$ cat config.mk
export PLATFORM = sky130hd
export DESIGN_NAME = sccb_init_sequencer
export DESIGN_NICKNAME = d
export VERILOG_FILES = /design/src/rtl/sccb_pkg.sv /design/src/rtl/sccb_init_rom.sv /design/src/rtl/sccb_init_sequencer.sv
export SDC_FILE = /design/constraint.sdc
export NUM_CORES = 1
export LEC_CHECK = 0
export CAP_MARGIN = 25
export CELL_PAD_IN_SITES_DETAIL_PLACEMENT = 0
export CELL_PAD_IN_SITES_GLOBAL_PLACEMENT = 1
export CORE_ASPECT_RATIO = 1.25
export CORE_MARGIN = 5
export CORE_UTILIZATION = 40
export DETAILED_ROUTE_END_ITERATION = 8
export MAX_ROUTING_LAYER = met4
export PLACE_DENSITY_LB_ADDON = 0.1
export SYNTH_ARGS = -nofsm -noshare
export SYNTH_HDL_FRONTEND = slang
export SYNTH_SLANG_ARGS = --single-unit
export TNS_END_PERCENT = 50
$ cat constraint.sdc
create_clock -name PCLK -period 5.42 [get_ports PCLK]
set_input_delay 1.355 -clock PCLK [delete_from_list [all_inputs] [get_ports PCLK]]
set_output_delay 1.355 -clock PCLK [all_outputs]
set_load 0.01 [all_outputs]
$ cat src/rtl/sccb_pkg.sv
// Shared types and constants for the SCCB init sequencer: FSM states,
// table entry layout and OV7670 device IDs.
package sccb_pkg;

   typedef enum logic [3:0] {
      S_IDLE,
      S_FETCH,
      S_ISSUE,
      S_WAIT,
      S_RELEASE,
      S_DELAY,
      S_DONE,
      S_ERROR,
      S_VISSUE,
      S_VWAIT,
      S_VRELEASE
   } state_t;

   localparam int unsigned ENTRY_W = 16;

   typedef struct packed {
      logic [7:0] addr;
      logic [7:0] data;
   } entry_t;

   localparam logic [7:0] MARK_ADDR  = 8'hFF;
   localparam logic [7:0] END_DATA   = 8'hFF;
   localparam logic [7:0] OV7670_ID_W = 8'h42;
   localparam logic [7:0] OV7670_ID_R = 8'h43;

   // COM7 soft-reset bit self-clears, so a readback can never match
   localparam logic [7:0] RST_REG = 8'h12;
   localparam int unsigned RST_BIT = 7;

   function automatic logic is_end(input entry_t e);
      return (e.addr == MARK_ADDR) && (e.data == END_DATA);
   endfunction

endpackage

$ cat src/rtl/sccb_init_rom.sv
// Synchronous (1-cycle) init table for the OV7670; entries are {sub_addr, data}.
// 0xFF in the address byte marks a delay (data = ms) or, with data 0xFF, the end.
module sccb_init_rom
   import sccb_pkg::*;
#(
   parameter int unsigned ROM_AW = 6
) (
   input  logic              PCLK,
   input  logic [ROM_AW-1:0] addr,
   output entry_t            entry
);

   always_ff @(posedge PCLK) begin
      case (addr)
         ROM_AW'(0): entry <= 16'h1280;
         ROM_AW'(1): entry <= 16'hFF0A;
         ROM_AW'(2): entry <= 16'h1101;
         ROM_AW'(3): entry <= 16'h1214;
         default:    entry <= {MARK_ADDR, END_DATA};
      endcase
   end

endmodule

$ cat src/rtl/sccb_init_sequencer.sv
// Walks the init ROM and issues one SCCB write per entry to CoreSCCB.
// Define SCCB_VERIFY_EN to read back and compare every write.
//
// state      | meaning
// -----------+------------------------------------------------------
// S_IDLE     | waiting for a go rising edge
// S_FETCH    | ROM word for index valid; decode write/delay/end
// S_ISSUE    | load address/data outputs, raise start
// S_WAIT     | start held until done or timeout
// S_RELEASE  | wait for done to fall, then advance
// S_DELAY    | millisecond delay down-counter
// S_DONE     | end marker reached, set init_done
// S_ERROR    | timeout/mismatch/overflow, drop busy
// S_VISSUE   | raise start for a readback of the last write
// S_VWAIT    | readback in flight, same done/timeout rules as S_WAIT
// S_VRELEASE | wait for done to fall, compare readback
module sccb_init_sequencer
   import sccb_pkg::*;
#(
   parameter int unsigned CLK_FREQ     = 8_000_000,
   parameter int unsigned TICKS_PER_MS = CLK_FREQ / 1000,
   parameter logic [7:0]  DEV_ADDR_W   = 8'h42,
   parameter int unsigned ROM_AW       = 6,
   parameter int unsigned TIMEOUT_CYC  = 100_000
) (
   input  logic              PCLK,
   input  logic              PRESETN,
   input  logic              go,
   output logic              start,
   output logic              rw,
   output logic [7:0]        ip_addr,
   output logic [7:0]        sub_addr,
   output logic [7:0]        data_in,
   input  logic              done,
   input  logic [7:0]        data_out,
   output logic              busy,
   output logic              init_done,
   output logic              error,
   output logic [ROM_AW-1:0] err_index
);

   localparam int unsigned DLY_W = $clog2(255 * TICKS_PER_MS + 1);
   localparam int unsigned TMO_W = $clog2(TIMEOUT_CYC + 1);

   state_t            state_q, state_d;
   logic [ROM_AW-1:0] index_q, index_d;
   entry_t            ent_q, ent_d;
   entry_t            rom_entry;
   logic [DLY_W-1:0]  dly_q, dly_d;
   logic [TMO_W-1:0]  tmo_q, tmo_d;
   logic              go_q;
   logic              start_q, start_d;
   logic              rw_q, rw_d;
   logic [7:0]        ip_q, ip_d;
   logic [7:0]        sub_q, sub_d;
   logic [7:0]        din_q, din_d;
   logic              busy_q, busy_d;
   logic              init_done_q, init_done_d;
   logic              error_q, error_d;
   logic [ROM_AW-1:0] err_idx_q, err_idx_d;
   logic              advance;

`ifdef SCCB_VERIFY_EN
   logic [7:0]        rd_q, rd_d;
`else
   logic              unused_rd;
   assign unused_rd = ^data_out;
`endif

   // Address the ROM with the next index so its registered output always
   // matches index_q, which makes it valid on the first cycle of S_FETCH.
   sccb_init_rom #(.ROM_AW(ROM_AW)) u_rom (
      .PCLK  (PCLK),
      .addr  (index_d),
      .entry (rom_entry)
   );

   always_ff @(posedge PCLK or negedge PRESETN) begin
      if (!PRESETN) begin
         state_q     <= S_IDLE;
         index_q     <= '0;
         ent_q       <= '0;
         dly_q       <= '0;
         tmo_q       <= '0;
         go_q        <= 1'b0;
         start_q     <= 1'b0;
         rw_q        <= 1'b0;
         ip_q        <= '0;
         sub_q       <= '0;
         din_q       <= '0;
         busy_q      <= 1'b0;
         init_done_q <= 1'b0;
         error_q     <= 1'b0;
         err_idx_q   <= '0;
`ifdef SCCB_VERIFY_EN
         rd_q        <= '0;
`endif
      end else begin
         state_q     <= state_d;
         index_q     <= index_d;
         ent_q       <= ent_d;
         dly_q       <= dly_d;
         tmo_q       <= tmo_d;
         go_q        <= go;
         start_q     <= start_d;
         rw_q        <= rw_d;
         ip_q        <= ip_d;
         sub_q       <= sub_d;
         din_q       <= din_d;
         busy_q      <= busy_d;
         init_done_q <= init_done_d;
         error_q     <= error_d;
         err_idx_q   <= err_idx_d;
`ifdef SCCB_VERIFY_EN
         rd_q        <= rd_d;
`endif
      end
   end

   always_comb begin
      state_d     = state_q;
      index_d     = index_q;
      ent_d       = ent_q;
      dly_d       = dly_q;
      tmo_d       = tmo_q;
      start_d     = start_q;
      rw_d        = rw_q;
      ip_d        = ip_q;
      sub_d       = sub_q;
      din_d       = din_q;
      busy_d      = busy_q;
      init_done_d = init_done_q;
      error_d     = error_q;
      err_idx_d   = err_idx_q;
      advance     = 1'b0;
`ifdef SCCB_VERIFY_EN
      rd_d        = rd_q;
`endif

      case (state_q)
         S_IDLE: begin
            if (go && !go_q) begin
               init_done_d = 1'b0;
               error_d     = 1'b0;
               err_idx_d   = '0;
               index_d     = '0;
               busy_d      = 1'b1;
               state_d     = S_FETCH;
            end
         end
         S_FETCH: begin
            ent_d = rom_entry;
            if (is_end(rom_entry)) begin
               state_d = S_DONE;
            end else if (rom_entry.addr == MARK_ADDR) begin
               dly_d   = DLY_W'(rom_entry.data) * DLY_W'(TICKS_PER_MS);
               state_d = S_DELAY;
            end else begin
               state_d = S_ISSUE;
            end
         end
         S_ISSUE: begin
            ip_d    = DEV_ADDR_W;
            rw_d    = 1'b0;
            sub_d   = ent_q.addr;
            din_d   = ent_q.data;
            start_d = 1'b1;
            tmo_d   = TMO_W'(TIMEOUT_CYC - 1);
            state_d = S_WAIT;
         end
         S_WAIT: begin
            // done is checked first so it wins over a same-cycle timeout
            if (done) begin
               start_d = 1'b0;
               state_d = S_RELEASE;
            end else if (tmo_q == '0) begin
               start_d   = 1'b0;
               error_d   = 1'b1;
               err_idx_d = index_q;
               state_d   = S_ERROR;
            end else begin
               tmo_d = tmo_q - 1'b1;
            end
         end
         S_RELEASE: begin
            if (!done) begin
`ifdef SCCB_VERIFY_EN
               if (ent_q.addr == RST_REG && ent_q.data[RST_BIT])
                  advance = 1'b1;
               else
                  state_d = S_VISSUE;
`else
               advance = 1'b1;
`endif
            end
         end
         S_DELAY: begin
            if (dly_q == '0) advance = 1'b1;
            else             dly_d   = dly_q - 1'b1;
         end
         S_DONE: begin
            busy_d      = 1'b0;
            init_done_d = 1'b1;
            state_d     = S_IDLE;
         end
         S_ERROR: begin
            busy_d  = 1'b0;
            state_d = S_IDLE;
         end
`ifdef SCCB_VERIFY_EN
         S_VISSUE: begin
            ip_d    = DEV_ADDR_W | 8'h01;
            rw_d    = 1'b1;
            start_d = 1'b1;
            tmo_d   = TMO_W'(TIMEOUT_CYC - 1);
            state_d = S_VWAIT;
         end
         S_VWAIT: begin
            if (done) begin
               start_d = 1'b0;
               rd_d    = data_out;
               state_d = S_VRELEASE;
            end else if (tmo_q == '0) begin
               start_d   = 1'b0;
               error_d   = 1'b1;
               err_idx_d = index_q;
               state_d   = S_ERROR;
            end else begin
               tmo_d = tmo_q - 1'b1;
            end
         end
         S_VRELEASE: begin
            if (!done) begin
               if (rd_q != ent_q.data) begin
                  error_d   = 1'b1;
                  err_idx_d = index_q;
                  state_d   = S_ERROR;
               end else begin
                  advance = 1'b1;
               end
            end
         end
`endif
         default: state_d = S_IDLE;
      endcase

      // A table with no end marker must not loop forever through the ROM
      if (advance) begin
         if (&index_q) begin
            index_d   = '0;
            error_d   = 1'b1;
            err_idx_d = index_q;
            state_d   = S_ERROR;
         end else begin
            index_d = index_q + 1'b1;
            state_d = S_FETCH;
         end
      end
   end

   assign start     = start_q;
   assign rw        = rw_q;
   assign ip_addr   = ip_q;
   assign sub_addr  = sub_q;
   assign data_in   = din_q;
   assign busy      = busy_q;
   assign init_done = init_done_q;
   assign error     = error_q;
   assign err_index = err_idx_q;

endmodule

==> flow_summary.json <==
{
  "status": "finished, final reports clean",
  "clk_pin_slew_ps": 60,
  "synth_fa_ha_area_frac": 0.139,
  "vias": 4357,
  "setup_violations": 0,
  "synth_top_area_frac": 0.342,
  "ys_ff_latch": 82,
  "placedCellCount": 776,
  "hold_buffers": 0,
  "avgSynthCellArea_um2": 9.30,
  "synth_warnings": 0,
  "antenna_cells": 0,
  "r2r_slack_ps": 810,
  "area_growth_pct": 13.3,
  "wl_per_cell_um": 16.5,
  "cts_tree": "yes",
  "dieHeight_um": 141,
  "synth_compound_area_frac": 0.150,
  "grt_setup_unrepaired": "false",
  "min_period_ps": 4610,
  "wl_met3_um": 287,
  "multi_input_area_um2": 3190,
  "ys_top_cells_by_area": "dfrtp_1 (34%), ha_1 (9.6%), fa_1 (4.4%)",
  "wl_met1_um": 5520,
  "synth_area_um2": 5500,
  "async_reset_ff_frac": 0.915,
  "finalClockSkew_ps": 6.63,
  "worstMarginPinSlew_ps": 891,
  "drt_pass1_iterations": 5,
  "layout_common_cells": "dfrtp_1 (75), nand2_1 (60), nor2_1 (47)",
  "cts_setup_buffers": 0,
  "first_global_vias": 4565,
  "cts_buffers": 9,
  "crit_path_end_kind": "flip-flop",
  "placement.io_buffers": 31,
  "grt_start_max_net_pins": 76,
  "reg2reg_from": "u_rom.entry[4]$_DFF_P_",
  "register_area_um2": 2020,
  "synth_edf_count": 0,
  "cp.required_ps": 5640,
  "startpoint": "u_rom.entry[4]$_DFF_P_",
  "cts.htree.levels": 3,
  "critPathLaunchType": "flip-flop",
  "core_area_um2": 13600,
  "die_w_um": 115,
  "cts-root-buf": "clkbuf_16",
  "track_usage": 0.181,
  "cts_resized": 0,
  "drc": 0,
  "synth_simple_gate_area_share": 0.218,
  "routed.top_layer": "met4",
  "grt_pass1_wl_um": 22800,
  "final_nets": 679,
  "synthMuxAreaShare": 0.0294,
  "hold_start": "ent_q[6]$_DFFE_PN0P_",
  "critical_path_peak_fanout": 10,
  "hold_ws_ps": 466,
  "clock_latency_ps": 340,
  "die_area_um2": 16200,
  "ant_nets": 0,
  "arrival_ps": 4830,
  "ys_types": 73,
  "synthXorXnorAreaFrac": 0.0383,
  "met2WireLength_um": 7030,
  "dp_hpwl_um": 9530,
  "worstHoldPathType": "reg -> reg",
  "initial_core_util": 0.403,
  "placementRows": 48,
  "gp_congestion": 0.835,
  "clock.fmax_mhz": 217,
  "drt_iter0_markers": 295,
  "final-hold-violation-count": 0,
  "syn-instance-count": 591,
  "antenna_found_initial": 0,
  "drive_gt1_frac": 0.105,
  "synth-main-ff-cell": "dfrtp_1",
  "fillCellCount": 1307,
  "clockBufferDepth": 2,
  "timing.final.crit_share": 0.851,
  "io_pins": 47,
  "cts.sinks": 82,
  "yosysTopAreaCell": "dfrtp_1",
  "finalMaxSlewViolations": 0,
  "viasPerCell": 5.49,
  "grt_overflow": 0,
  "setup_tns_ps": 0,
  "drv_cap": 0,
  "wirelength_um": 13100,
  "layout_commonest_cell": "dfrtp_1",
  "slew_headroom": 0.405,
  "yosysSeqAreaShare": 0.367,
  "finalNonFillerCells": 793,
  "synth_top_family_by_area": "simple AND/OR/NAND/NOR gates",
  "criticalPathCategory": "reg -> reg"
}
-- Yosys cell counts (3+ instances only) --
cell type,number
a211oi_1,8
a21o_1,7
a21oi_1,34
a31oi_1,11
a32o_1,4
buf_2,5
buf_4,17
clkbuf_1,12
dfrtp_1,75
dfxtp_1,7
fa_1,12
ha_1,42
inv_1,31
mux2_2,9
mux2i_1,6
nand2_1,60
nand2b_1,7
nand3_1,22
nand3b_1,4
nand4_1,5
nor2_1,47
nor3_1,16
nor3b_1,6
nor4_1,6
o21ai_0,35
o221ai_1,4
or2_2,6
or3_1,10
or3_2,3
xnor2_1,12
xor2_1,12
-- stage by stage --
stage | util | cell area [um2] | setup slack (ps)
global placement | 0.433 | 5900 | 867
global route | 0.457 | 6230 | 364
finish | 0.457 | 6230 | 806
CTS | 0.455 | 6200 | 779
floorplan | - | 5520 | 1110
detailed placement | 0.433 | 5900 | 807
-- metal layers --
layer / GRT usage / vias to the layer above
met4: 0.0661 / 0
met1: 0.205 / 2155
li1: - / 2129
met5: - / -
met2: 0.318 / 55
met3: 0.0296 / 18
-- layout make-up --
type                       instances  share of cell area
clock buffer                      10              0.0368
clock inverter                     6              0.0105
multi-input combinational        450               0.513
inverter                          31              0.0187
timing repair buffer              39              0.0623
tap                              175              0.0352
sequential                        82               0.324
-- flip-flops by register name (all words and copies together) (netlist names), 3 cells and up --
register,count
dly_q,21
tmo_q,17
ent_q,8
u_rom.entry,7
err_index,6
index_q,6
data_in,4
sub_addr,4
state_q,3
-- kinds of logic after synthesis --
kind of cell | Yosys count
xor gates and xnor gates | 24
adders and majority gates | 54
other | 1
and+or+nand+nor | 222
buffers and inverters | 65
AOI/OAI and AO/OA | 128
DFF | 82
muxes | 15
-- critical path, cell delays in order (launching register included) --
cell and delay [ps]:
dfxtp_1 600, inv_1 220, ha_1 390, fa_1 580, fa_1 450, fa_1 510
inv_1 40, ha_1 340, and3_1 210, a22o_1 230, o31ai_1 470, a21oi_1 160
nor4_1 200, nor3b_1 80
-- path summary, 6_finish.rpt --
| kind | end | cells past startpoint |
|---|---|---|
| max | dly_q[17]$_DFFE_PN0P_ | 13 |
| min | data_in[6]$_DFFE_PN0P_ | 2 |
| max reg2reg | dly_q[17]$_DFFE_PN0P_ | 13 |
| min reg2reg | data_in[6]$_DFFE_PN0P_ | 2 |
| max in group asynchronous | dly_q[9]$_DFFE_PN0P_ | 2 |
| min in group asynchronous | ip_addr[1]$_DFFE_PN0P_ | 1 |
Power is left out: the tool's default activity adds up to more than one toggle a clock period on the data nets, which glitch-free logic cannot reach.
